## src/rtl/bus_pkg.sv

```systemverilog
// Shared types and constants for the processor-to-peripheral bus bridge.
package bus_pkg;

  typedef enum logic [1:0] {
    IDLE    = 2'd0,
    ACCESS  = 2'd1,
    RESP    = 2'd2,
    RELEASE = 2'd3
  } bus_state_e;

  localparam logic [63:0]   DEFAULT_BASE_ADDR = 64'hFFFF_0000;
  localparam logic [1023:0] ERR_RDATA         = '1;

  // A single slave still needs one select bit so the index slice is never empty.
  function automatic int sel_bits(input int num_slaves);
    return (num_slaves <= 2) ? 1 : $clog2(num_slaves);
  endfunction

endpackage

```

## src/rtl/bus_addr_decoder.sv

```systemverilog
// Combinational address decode: region check, slave index range check and
// one-hot select generation, plus the in-window offset.
module bus_addr_decoder
  import bus_pkg::*;
#(
  parameter int                    NUM_SLAVES = 4,
  parameter int                    ADDR_WIDTH = 64,
  parameter int                    SLOT_BITS  = 12,
  parameter int                    SEL_BITS   = 2,
  parameter logic [ADDR_WIDTH-1:0] BASE_ADDR  = ADDR_WIDTH'(DEFAULT_BASE_ADDR)
) (
  input  logic [ADDR_WIDTH-1:0] addr,
  output logic                  hit,
  output logic [NUM_SLAVES-1:0] sel,
  output logic [SLOT_BITS-1:0]  offset
);

  localparam int REGION_LSB = SLOT_BITS + SEL_BITS;

  logic                region_ok;
  logic [SEL_BITS-1:0] index;

  assign region_ok = (addr[ADDR_WIDTH-1:REGION_LSB] == BASE_ADDR[ADDR_WIDTH-1:REGION_LSB]);
  assign index     = addr[SLOT_BITS +: SEL_BITS];
  assign offset    = addr[SLOT_BITS-1:0];
  assign hit       = region_ok && (32'(index) < NUM_SLAVES);

  always_comb begin
    sel = '0;
    for (int i = 0; i < NUM_SLAVES; i++) begin
      sel[i] = hit && (32'(index) == i);
    end
  end

endmodule

```

## src/rtl/periph_bus_bridge.sv

```systemverilog
// Bridge between the processor read/write bus and the peripheral slaves:
// decode, request/ack handshake with timeout, error completion and logging.
module periph_bus_bridge
  import bus_pkg::*;
#(
  parameter int                    NUM_SLAVES     = 4,
  parameter int                    DATA_WIDTH     = 64,
  parameter int                    ADDR_WIDTH     = 64,
  parameter int                    SLOT_BITS      = 12,
  parameter logic [ADDR_WIDTH-1:0] BASE_ADDR      = ADDR_WIDTH'(DEFAULT_BASE_ADDR),
  parameter int                    TIMEOUT_CYCLES = 255
) (
  input  logic                             clock,
  input  logic                             reset_n,
  input  logic [ADDR_WIDTH-1:0]            cpu_addr,
  input  logic [DATA_WIDTH-1:0]            cpu_wdata,
  input  logic                             cpu_read,
  input  logic                             cpu_write,
  output logic [DATA_WIDTH-1:0]            cpu_rdata,
  output logic                             cpu_ready,
  output logic                             cpu_error,
  output logic [NUM_SLAVES-1:0]            slv_sel,
  output logic [SLOT_BITS-1:0]             slv_addr,
  output logic [DATA_WIDTH-1:0]            slv_wdata,
  output logic                             slv_read,
  output logic                             slv_write,
  input  logic [NUM_SLAVES*DATA_WIDTH-1:0] slv_rdata,
  input  logic [NUM_SLAVES-1:0]            slv_ack,
  output logic [ADDR_WIDTH-1:0]            err_addr,
  output logic [7:0]                       err_count
);

  localparam int SEL_BITS = sel_bits(NUM_SLAVES);

  bus_state_e             state_q, state_d;
  logic [ADDR_WIDTH-1:0]  addr_q, addr_d;
  logic [NUM_SLAVES-1:0]  sel_q, sel_d;
  logic [SLOT_BITS-1:0]   slv_addr_q, slv_addr_d;
  logic [DATA_WIDTH-1:0]  slv_wdata_q, slv_wdata_d;
  logic                   slv_read_q, slv_read_d;
  logic                   slv_write_q, slv_write_d;
  logic [15:0]            timer_q, timer_d;
  logic [DATA_WIDTH-1:0]  rdata_q, rdata_d;
  logic                   ready_q, ready_d;
  logic                   error_q, error_d;
  logic [ADDR_WIDTH-1:0]  err_addr_q, err_addr_d;
  logic [7:0]             err_count_q, err_count_d;

  logic                   dec_hit;
  logic [NUM_SLAVES-1:0]  dec_sel;
  logic [SLOT_BITS-1:0]   dec_offset;
  logic                   ack_hit;
  logic [DATA_WIDTH-1:0]  sel_rdata;
  logic                   fail;

  bus_addr_decoder #(
    .NUM_SLAVES (NUM_SLAVES),
    .ADDR_WIDTH (ADDR_WIDTH),
    .SLOT_BITS  (SLOT_BITS),
    .SEL_BITS   (SEL_BITS),
    .BASE_ADDR  (BASE_ADDR)
  ) u_decoder (
    .addr   (cpu_addr),
    .hit    (dec_hit),
    .sel    (dec_sel),
    .offset (dec_offset)
  );

  // sel_q is only non-zero in ACCESS, so acks from unselected slaves fall out here.
  always_comb begin
    ack_hit   = |(slv_ack & sel_q);
    sel_rdata = '0;
    for (int i = 0; i < NUM_SLAVES; i++) begin
      if (sel_q[i]) sel_rdata = sel_rdata | slv_rdata[i*DATA_WIDTH +: DATA_WIDTH];
    end
  end

  always_comb begin
    state_d     = state_q;
    addr_d      = addr_q;
    sel_d       = sel_q;
    slv_addr_d  = slv_addr_q;
    slv_wdata_d = slv_wdata_q;
    slv_read_d  = slv_read_q;
    slv_write_d = slv_write_q;
    timer_d     = timer_q;
    rdata_d     = rdata_q;
    ready_d     = 1'b0;
    error_d     = 1'b0;
    err_addr_d  = err_addr_q;
    err_count_d = err_count_q;
    fail        = 1'b0;

    case (state_q)
      IDLE: begin
        if (cpu_read || cpu_write) begin
          addr_d = cpu_addr;
          if ((cpu_read && cpu_write) || !dec_hit) begin
            state_d = RESP;
            ready_d = 1'b1;
            fail    = 1'b1;
          end else begin
            state_d     = ACCESS;
            sel_d       = dec_sel;
            slv_addr_d  = dec_offset;
            slv_wdata_d = cpu_wdata;
            slv_read_d  = cpu_read;
            slv_write_d = cpu_write;
            timer_d     = '0;
          end
        end
      end
      ACCESS: begin
        // Ack is tested before the timeout so an ack on the final cycle still succeeds.
        if (ack_hit || (timer_q + 16'd1 == 16'(TIMEOUT_CYCLES))) begin
          state_d     = RESP;
          ready_d     = 1'b1;
          fail        = !ack_hit;
          if (ack_hit && slv_read_q) rdata_d = sel_rdata;
          sel_d       = '0;
          slv_addr_d  = '0;
          slv_wdata_d = '0;
          slv_read_d  = 1'b0;
          slv_write_d = 1'b0;
        end else begin
          timer_d = timer_q + 16'd1;
        end
      end
      RESP:    state_d = RELEASE;
      RELEASE: if (!cpu_read && !cpu_write) state_d = IDLE;
      default: state_d = IDLE;
    endcase

    if (fail) begin
      error_d     = 1'b1;
      rdata_d     = ERR_RDATA[DATA_WIDTH-1:0];
      err_addr_d  = addr_d;
      err_count_d = (err_count_q == 8'hFF) ? err_count_q : err_count_q + 8'd1;
    end
  end

  always_ff @(posedge clock or negedge reset_n) begin
    if (!reset_n) begin
      state_q     <= IDLE;
      addr_q      <= '0;
      sel_q       <= '0;
      slv_addr_q  <= '0;
      slv_wdata_q <= '0;
      slv_read_q  <= 1'b0;
      slv_write_q <= 1'b0;
      timer_q     <= '0;
      rdata_q     <= '0;
      ready_q     <= 1'b0;
      error_q     <= 1'b0;
      err_addr_q  <= '0;
      err_count_q <= '0;
    end else begin
      state_q     <= state_d;
      addr_q      <= addr_d;
      sel_q       <= sel_d;
      slv_addr_q  <= slv_addr_d;
      slv_wdata_q <= slv_wdata_d;
      slv_read_q  <= slv_read_d;
      slv_write_q <= slv_write_d;
      timer_q     <= timer_d;
      rdata_q     <= rdata_d;
      ready_q     <= ready_d;
      error_q     <= error_d;
      err_addr_q  <= err_addr_d;
      err_count_q <= err_count_d;
    end
  end

  assign cpu_rdata = rdata_q;
  assign cpu_ready = ready_q;
  assign cpu_error = error_q;
  assign slv_sel   = sel_q;
  assign slv_addr  = slv_addr_q;
  assign slv_wdata = slv_wdata_q;
  assign slv_read  = slv_read_q;
  assign slv_write = slv_write_q;
  assign err_addr  = err_addr_q;
  assign err_count = err_count_q;

endmodule

```

## config.mk

```make
export PLATFORM = sky130hd
export DESIGN_NAME = periph_bus_bridge
export DESIGN_NICKNAME = d
export VERILOG_FILES = /design/src/rtl/bus_pkg.sv /design/src/rtl/bus_addr_decoder.sv /design/src/rtl/periph_bus_bridge.sv
export SDC_FILE = /design/constraint.sdc
export NUM_CORES = 1
export LEC_CHECK = 0
export ABC_AREA = 1
export BUFFER_PORTS_ARGS = -buffer_cell sky130_fd_sc_hd__clkbuf_2
export CAP_MARGIN = 20
export CORE_AREA = 4 4 233 235
export DETAILED_ROUTE_END_ITERATION = 16
export DIE_AREA = 0 0 237 239
export SYNTH_ARGS = -nofsm -noshare
export SYNTH_HDL_FRONTEND = slang
export SYNTH_SLANG_ARGS = --single-unit
```

## constraint.sdc

```tcl
create_clock -name clock -period 3.2 [get_ports clock]
set_clock_uncertainty 0.1 [all_clocks]
set_input_delay 0.32 -clock clock [delete_from_list [all_inputs] [get_ports clock]]
set_output_delay 0.32 -clock clock [all_outputs]
set_load 0.05 [all_outputs]
```

==> impl_metrics.prom, run 1 <==
# TYPE chip_impl_metric gauge
chip_impl_info{name="run_status",value="finished clean"} 1
chip_impl_metric{name="synth-seq-cells",unit=""} 302
chip_impl_metric{name="syn-cell-area",unit="um^2"} 14100
chip_impl_info{name="grt_setup_unrepaired",value="no"} 1
chip_impl_metric{name="flow.area_growth_from_synthesis",unit="%"} 46.4
chip_impl_metric{name="p_comb_share",unit="%"} 43.8
chip_impl_metric{name="drt_iter0_markers",unit=""} 958
chip_impl_metric{name="dp_cells",unit=""} 3081
chip_impl_metric{name="synth.net_count",unit=""} 2245
chip_impl_metric{name="final.period_utilization",unit="%"} 80.7
chip_impl_metric{name="p_sw_share",unit="%"} 46.6
chip_impl_metric{name="worst_slew_margin_rel",unit="%"} 41.2
chip_impl_metric{name="synth_warn",unit=""} 0
chip_impl_metric{name="final_period_minus_worst_setup_slack",unit="ps"} 2580
chip_impl_metric{name="antenna_cells_inserted",unit=""} 0
chip_impl_metric{name="grt_pass1_wl",unit="mm"} 86.2
chip_impl_metric{name="route.final.wire_length",unit="mm"} 56.6
chip_impl_metric{name="rr_worst_depth",unit=""} 15
chip_impl_metric{name="final-setup-viol-count",unit=""} 0
chip_impl_info{name="critical_path_class",value="flip-flop to flip-flop"} 1
chip_impl_metric{name="cts-root-to-sink-buffers",unit=""} 3
chip_impl_metric{name="fill_cells",unit=""} 5352
chip_impl_metric{name="r2r_setup_slack",unit="ps"} 620
chip_impl_metric{name="numPortBuffers",unit=""} 611
chip_impl_metric{name="vias_in_the_first_global_route",unit=""} 15300
chip_impl_info{name="cts_tree",value="done"} 1
chip_impl_metric{name="clkTransAtPathRegs",unit="ps"} 60
chip_impl_metric{name="grt_start_max_net_pins",unit=""} 83
chip_impl_metric{name="clock-sinks",unit=""} 302
chip_impl_metric{name="synthCells",unit=""} 1846
chip_impl_metric{name="dr.pass1.iters",unit=""} 5
chip_impl_metric{name="post-route-drc-count",unit=""} 0
chip_impl_metric{name="grt_antenna_before_repair",unit=""} 3
chip_impl_metric{name="p_sw",unit="mW"} 8.62
chip_impl_metric{name="place.detailed.hpwl",unit="mm"} 41.0
chip_impl_metric{name="setup_tns",unit="ps"} 0
chip_impl_info{name="min_delay_worst_endpoint",value="cpu_rdata[27]"} 1
chip_impl_metric{name="global_route_usage_sum",unit="%"} 19.1
chip_impl_metric{name="share_seq_of_total_power",unit="%"} 31.4
chip_impl_info{name="setup.worst_path.end_class",value="flip-flop"} 1
chip_impl_metric{name="routed_wire_length_per_instance",unit="um"} 17.2
chip_impl_metric{name="timing.final.max_slew_violations",unit=""} 0
chip_impl_metric{name="leakagePower",unit="nW"} 11.1
chip_impl_metric{name="layout.nets",unit=""} 2976
chip_impl_info{name="worstReg2RegStart",value="timer_q[0]"} 1
chip_impl_metric{name="synth_sequential_area_ratio",unit="%"} 53.7
chip_impl_metric{name="clock_power_share",unit="%"} 24.8
chip_impl_metric{name="cp.required",unit="ps"} 3540
chip_impl_metric{name="count_of_antenna_violating_nets_left_after_detailed_routing",unit=""} 0
chip_impl_metric{name="pwr_density_cell",unit="nW/um^2"} 897
chip_impl_metric{name="worst_hold_path.num_cells",unit=""} 5
chip_impl_info{name="critical_path.startpoint_type",value="flip-flop"} 1
chip_impl_info{name="critical_path.startpoint",value="timer_q[0]"} 1
chip_impl_metric{name="clk_latency",unit="ps"} 550
chip_impl_metric{name="place_area",unit="um^2"} 17800
chip_impl_metric{name="final_cell_count_no_fill",unit=""} 3291
chip_impl_metric{name="synthesis.area_per_instance",unit="um^2"} 7.63
chip_impl_info{name="ys_top_cells_by_area",value="dfrtp_1 54%, nand2_1 29%, nand4_1 3.7%"} 1
chip_impl_metric{name="post_route_cells_drive_above_1_share",unit="%"} 27.7
chip_impl_metric{name="report.final.hold_viol_count",unit=""} 0
chip_impl_metric{name="initial_utilization",unit="%"} 27.0
chip_impl_metric{name="fp.dieArea",unit="um^2"} 56600
chip_impl_metric{name="tightest_slew",unit="ps"} 882
chip_impl_info{name="min-delay-path-class",value="input pin to flip-flop"} 1
chip_impl_metric{name="synthDominantCellAreaShare",unit="%"} 53.7
chip_impl_metric{name="arrival",unit="ps"} 2930
chip_impl_metric{name="grt_overflow_total",unit=""} 0
chip_impl_metric{name="cellInternalPower",unit="mW"} 9.89
chip_impl_metric{name="die-height",unit="um"} 239
chip_impl_metric{name="globalplace.congestion",unit=""} 0.998
chip_impl_metric{name="htreeDepth",unit=""} 2
chip_impl_metric{name="fp-row-count",unit=""} 84
chip_impl_info{name="cts_root_buf",value="clkbuf_16"} 1
chip_impl_metric{name="detailroute.via_count",unit=""} 15200
chip_impl_metric{name="max_cap_violations",unit=""} 0
chip_impl_metric{name="core_region_area",unit="um^2"} 52200
chip_impl_metric{name="design_area",unit="um^2"} 20600
chip_impl_info{name="hold_path_startpoint",value="slv_rdata[27]"} 1
chip_impl_metric{name="yosys.cell_types.count",unit=""} 28
chip_impl_info{name="timing.rr.end",value="err_count[7]"} 1
chip_impl_metric{name="boundary_pin_count",unit=""} 612
chip_impl_metric{name="peakVddDrop",unit="mV"} 0.838
chip_impl_metric{name="critical_path_peak_fanout",unit=""} 74
chip_impl_metric{name="die_width",unit="um"} 237
chip_impl_metric{name="post-cts-setup-buffers",unit=""} 0
chip_impl_metric{name="route.detailed.vias_per_inst",unit=""} 4.63
chip_impl_metric{name="total_clock_buffers_created_by_cts",unit=""} 37
chip_impl_metric{name="final.hold.worst_slack",unit="ps"} 29.3
chip_impl_info{name="synth_top_area_cell",value="dfrtp_1"} 1
chip_impl_metric{name="fmax",unit="MHz"} 387
==> metrics by stage <==
| step | setup slack, ps | utilization [%] | total power [mW] |
|---|---|---|---|
| after floorplan | 1070 | - | 11.6 |
| after global placement | 654 | 34.1 | 13.7 |
| after detailed placement | 606 | 34.1 | 13.9 |
| after CTS | 558 | 39.5 | 18.7 |
| after global routing | 316 | 39.5 | 19.6 |
| final | 616 | 39.5 | 18.5 |
==> cells in the mapped netlist, drive strengths merged <==
| cell | instances |
|---|---|
| nand2 | 1076 |
| dfrtp | 302 |
| nand3 | 96 |
| nand4 | 83 |
| inv | 75 |
| clkbuf | 52 |
| nor2 | 46 |
| buf | 42 |
| o21ai | 39 |
| ha | 7 |
| nor3 | 5 |
| nor4 | 5 |
| xor2 | 4 |
| a22o | 3 |
| nand3b | 3 |
| a21oi | 2 |
| o21bai | 2 |
| xnor2 | 2 |
| a221oi | 1 |
| and3 | 1 |
==> what timing repair did <==
action	in CTS	in global routing
gates resized for setup	0	0
hold buffers	145	0
endpoints found under the hold margin	231	0
==> critical path, stage by stage, from the launching register on <==
cell     delay, ps
dfrtp_1        420
ha_1           210
nand2_1        110
nor2_4         170
nand2_1         70
nand2_1         80
nand3_1         80
nor2_1         120
nand2_1         60
nor2_1         120
nand3_1        100
nand2_2        120
buf_12         310
nand2_2        190
nand2_1        120
nand2_1         50
==> kinds of logic (layout without fill, tap and decap cells) <==
family,Yosys count,in the layout,synth area share [%]
xor+xnor,6,6,0.373
fa+ha+maj,7,7,0.622
simple gates,1315,1315,37.9
compound gates,47,47,1.81
flops,302,302,53.7
buf+inv,169,926,5.58
==> power groups by stage <==
stage | combinational [mW] | sequential, mW | clock, mW
6_report | 8.11 | 5.81 | 4.58
2_1_floorplan | 2.90 | 8.70 | 0
5_1_grt | 8.79 | 5.93 | 4.89
4_1_cts | 8.17 | 5.81 | 4.74
3_5_place_dp | 8.05 | 5.84 | 0
3_3_place_gp | 7.88 | 5.83 | 0
==> sequential cells by signal, indices dropped and copies added, names as in the netlist <==
name and flops:
cpu_rdata 64, slv_read 1, err_count 8, addr_q 64
cpu_error 1, state_q 2, timer_q 16, cpu_ready 1
slv_write 1, slv_wdata 64, slv_sel 4, slv_addr 12
err_addr 64
==> metal layers <==
layer  vias up  routed length, um  share of wire [%]  global-route usage (%)
li1       7243                  -                  -                       -
met4         6               1810                3.2                    6.25
met5         -                 41              0.072                       0
met1      7219              22900                 40                    24.6
met2       642              27400                 48                    31.8
met3       119               4450                7.9                    4.51
==> how the worst max path moves through the flow <==
stage	end	slack, ps	depth (start not counted)
2_1_floorplan	cpu_rdata[13]	1070	9
3_3_place_gp	slv_wdata[60]	650	13
3_5_place_dp	slv_wdata[42]	610	13
4_1_cts	slv_sel[1]	560	3
5_1_grt	timer_q[12]	320	13
6_report	err_count[7]	620	15
==> placed cells by master (no fill, tap or decap), drive strengths merged, types with 2 or more instances in the layout <==
cell type    netlist  final
a21oi              2      2
ha                 7      7
nor4               5      5
nand2           1076   1076
o21ai             39     39
buf               42     31
xor2               4      4
clkbuf            52    657
nor2              46     46
dlygate4sd3        0    145
xnor2              2      2
nor3               5      5
dfrtp            302    302
nand3b             3      3
o21bai             2      2
nand3             96     96
nand4             83     83
clkinv             0      8
a22o               3      3
bufinv             0      7
inv               75     77
==> final cells by class <==
cell class | instances | area, um^2 | share of cell area (%)
clock buffers | 47 | 1010 | 4.92
clock inverters | 18 | 327 | 1.58
inverters | 75 | 284 | 1.38
multi-input cells | 1375 | 5750 | 27.9
flip-flops and latches | 302 | 7560 | 36.7
well taps | 688 | 861 | 4.18
repair buffers | 786 | 4820 | 23.4
(Power assumes the default switching activity.)
==> inputs of run 2 (changes only) <==
--- a/config.mk
+++ b/config.mk
@@ -8,9 +8,9 @@
 export ABC_AREA = 1
 export BUFFER_PORTS_ARGS = -buffer_cell sky130_fd_sc_hd__clkbuf_2
 export CAP_MARGIN = 20
-export CORE_AREA = 4 4 233 235
+export CORE_AREA = 4 4 236 238
 export DETAILED_ROUTE_END_ITERATION = 16
-export DIE_AREA = 0 0 237 239
+export DIE_AREA = 0 0 240 242
 export SYNTH_ARGS = -nofsm -noshare
 export SYNTH_HDL_FRONTEND = slang
 export SYNTH_SLANG_ARGS = --single-unit
==> constraint.sdc (replaced) <==
create_clock -name clock -period 2.6 [get_ports clock]
set_clock_uncertainty 0.1 [all_clocks]
set_input_delay 0.26 -clock clock [delete_from_list [all_inputs] [get_ports clock]]
set_output_delay 0.26 -clock clock [all_outputs]
set_load 0.05 [all_outputs]
==> impl_metrics.prom, run 2 (synthesis results as in run 1) <==
# TYPE chip_impl_metric gauge
chip_impl_metric{name="initial_utilization",unit="%"} 26.3
chip_impl_metric{name="worst_slew_margin_rel",unit="%"} 64.4
chip_impl_metric{name="post_route_cells_drive_above_1_share",unit="%"} 27.5
chip_impl_metric{name="htreeDepth",unit=""} 2
chip_impl_metric{name="r2r_setup_slack",unit="ps"} 210
chip_impl_metric{name="grt_antenna_before_repair",unit=""} 7
chip_impl_info{name="timing.rr.end",value="err_addr[48]"} 1
chip_impl_metric{name="global_route_usage_sum",unit="%"} 18.3
chip_impl_metric{name="max_cap_violations",unit=""} 0
chip_impl_metric{name="final.period_utilization",unit="%"} 92.0
chip_impl_metric{name="fmax",unit="MHz"} 418
chip_impl_metric{name="core_region_area",unit="um^2"} 53600
chip_impl_metric{name="tightest_slew",unit="ps"} 534
chip_impl_metric{name="critical_path_peak_fanout",unit=""} 11
chip_impl_info{name="critical_path_destination",value="err_addr[48]"} 1
chip_impl_metric{name="flow.area_growth_from_synthesis",unit="%"} 54.4
chip_impl_metric{name="final_cell_count_no_fill",unit=""} 3415
chip_impl_metric{name="clock-sinks",unit=""} 302
chip_impl_metric{name="detailroute.via_count",unit=""} 15400
chip_impl_metric{name="post-route-drc-count",unit=""} 0
chip_impl_metric{name="routed_wire_length_per_instance",unit="um"} 16.7
chip_impl_metric{name="total_clock_buffers_created_by_cts",unit=""} 36
chip_impl_metric{name="fill_cells",unit=""} 5409
chip_impl_metric{name="die-height",unit="um"} 242
chip_impl_info{name="setup.worst_path.end_class",value="flip-flop"} 1
chip_impl_metric{name="route.final.wire_length",unit="mm"} 57.0
chip_impl_metric{name="design_area",unit="um^2"} 21700
chip_impl_metric{name="globalplace.congestion",unit=""} 0.877
chip_impl_metric{name="arrival",unit="ps"} 2720
chip_impl_metric{name="dr.pass1.iters",unit=""} 5
chip_impl_metric{name="numPortBuffers",unit=""} 611
chip_impl_info{name="worstReg2RegStart",value="timer_q[0]"} 1
chip_impl_info{name="mostFrequentLayoutCells",value="1,071 x nand2_1, 610 x clkbuf_2, 297 x dfrtp_1"} 1
chip_impl_metric{name="fin_total_pwr",unit="mW"} 22.8
chip_impl_info{name="cts_tree",value="done"} 1
chip_impl_metric{name="rr_worst_depth",unit=""} 15
chip_impl_metric{name="pwr_density_cell",unit="nW/um^2"} 1050
chip_impl_info{name="layout_commonest_cell",value="nand2_1"} 1
chip_impl_info{name="critical_path_class",value="flip-flop to flip-flop"} 1
chip_impl_metric{name="final.setup.worst_slack",unit="ps"} 208
chip_impl_metric{name="fp.dieArea",unit="um^2"} 58100
chip_impl_metric{name="pre_cts_ws",unit="ps"} 28.6
chip_impl_metric{name="leakagePower",unit="nW"} 11.7
chip_impl_metric{name="layout.nets",unit=""} 3090
chip_impl_metric{name="place.detailed.hpwl",unit="mm"} 39.3
chip_impl_metric{name="setup_tns",unit="ps"} 0
chip_impl_info{name="critical_path.startpoint",value="timer_q[0]"} 1
chip_impl_metric{name="fp-row-count",unit=""} 85
chip_impl_metric{name="final_period_minus_worst_setup_slack",unit="ps"} 2390
chip_impl_metric{name="peakVddDrop",unit="mV"} 0.840
chip_impl_metric{name="drt_iter0_markers",unit=""} 868
chip_impl_metric{name="vias_in_the_first_global_route",unit=""} 15500
chip_impl_metric{name="clkTransAtPathRegs",unit="ps"} 60
chip_impl_info{name="cts_root_buf",value="clkbuf_16"} 1
chip_impl_metric{name="boundary_pin_count",unit=""} 612
chip_impl_metric{name="count_of_antenna_violating_nets_left_after_detailed_routing",unit=""} 0
chip_impl_metric{name="cts-root-to-sink-buffers",unit=""} 3
chip_impl_info{name="critical_path.startpoint_type",value="flip-flop"} 1
chip_impl_metric{name="die_width",unit="um"} 240
chip_impl_metric{name="clk_latency",unit="ps"} 530
chip_impl_metric{name="dp_cells",unit=""} 3099
chip_impl_metric{name="report.final.hold_viol_count",unit=""} 0
chip_impl_info{name="min-delay-path-class",value="input pin to flip-flop"} 1
chip_impl_metric{name="grt_start_max_net_pins",unit=""} 70
chip_impl_metric{name="grt_pass1_wl",unit="mm"} 86.1
chip_impl_metric{name="timing.final.max_slew_violations",unit=""} 0
chip_impl_metric{name="route.detailed.vias_per_inst",unit=""} 4.52
chip_impl_metric{name="grt_overflow_total",unit=""} 0
chip_impl_metric{name="cp.required",unit="ps"} 2920
chip_impl_info{name="run_status",value="finished clean"} 1
chip_impl_metric{name="final-setup-viol-count",unit=""} 0
chip_impl_metric{name="place_area",unit="um^2"} 18000
==> run 2: cell types whose count changed in the layout (fill, tap and decap cells not counted), moves of 2 or more <==
cell,before,now
clkbuf_8,5,3
clkbuf_16,37,40
nand2_4,1,4
buf_12,6,14
dlygate4sd3_1,145,233
clkbuf_1,5,10
bufinv_16,7,1
clkinv_2,4,9
buf_4,24,35
nand2_2,4,0
nor2_1,39,37
diode_2,0,2
==> run 2: metal layers <==
metal / GRT usage, % / wire length [um] / vias up
met5: 0 / 23 / -
met4: 7.20 / 2320 / 4
met3: 4.69 / 4260 / 148
met2: 30.6 / 26900 / 635
met1: 22.7 / 23500 / 7145
li1: - / - / 7489
==> run 2: how the worst min path moves through the flow <==
stage	endpoint	depth (start not counted)	startpoint	slack, ps
2_1_floorplan	addr_q[0]	0	reset_n	-140
3_3_place_gp	err_addr[29]	1	reset_n	120
3_5_place_dp	err_addr[29]	1	reset_n	120
4_1_cts	cpu_rdata[13]	5	slv_rdata[13]	0.3
5_1_grt	cpu_rdata[61]	5	slv_rdata[61]	40
6_report	cpu_rdata[11]	5	slv_rdata[11]	20
==> run 2: metrics by stage <==
step,utilization [%],hold WS (ps)
finish,40.6,24.2
floorplan,-,-136
detailed placement,33.6,118
global placement,33.6,117
CTS,40.0,0.269
global route,40.6,35.6
==> run 2: worst max-delay path, cell delays in order (launching register included) <==
cell and delay, ps:
dfrtp_2 400, ha_2 200, nand2_1 100, nor2_4 200, nand2_1 80, nand2_1 80
nand3_1 70, nor2_1 110, nand2_1 70, nor2_2 110, nand3_1 140, nand2_4 170
clkinv_8 130, buf_4 200, nand2_1 70, nand2_1 50
==> run 2: final cells by class <==
type / instances / area [um^2] / area share, %
Multi-Input combinational cell: 1375 / 5790 / 26.6
Sequential cell: 302 / 7560 / 34.8
Clock buffer: 49 / 980 / 4.51
Clock inverter: 15 / 126 / 0.581
Timing Repair Buffer: 900 / 6100 / 28.0
Timing Repair inverter: 1 / 8.76 / 0.0403
Tap cell: 696 / 871 / 4.01
Antenna cell: 2 / 5.00 / 0.0230
Inverter: 75 / 294 / 1.35
==> run 2: repair_timing <==
action	CTS	global route
endpoints found under the setup margin	0	215
endpoints found under the hold margin	406	0
resized for setup	0	16
hold buffers	233	0
buffers inserted	0	11
==> run 2: power breakdown <==
group          total [mW]  internal (mW)  switching (mW)  leakage [nW]
logic                10.9           2.91            7.95          7.57
clock network        4.82           2.76            2.06         0.551
registers            7.16           6.33           0.834          3.56
total                22.8           12.0            10.8          11.7
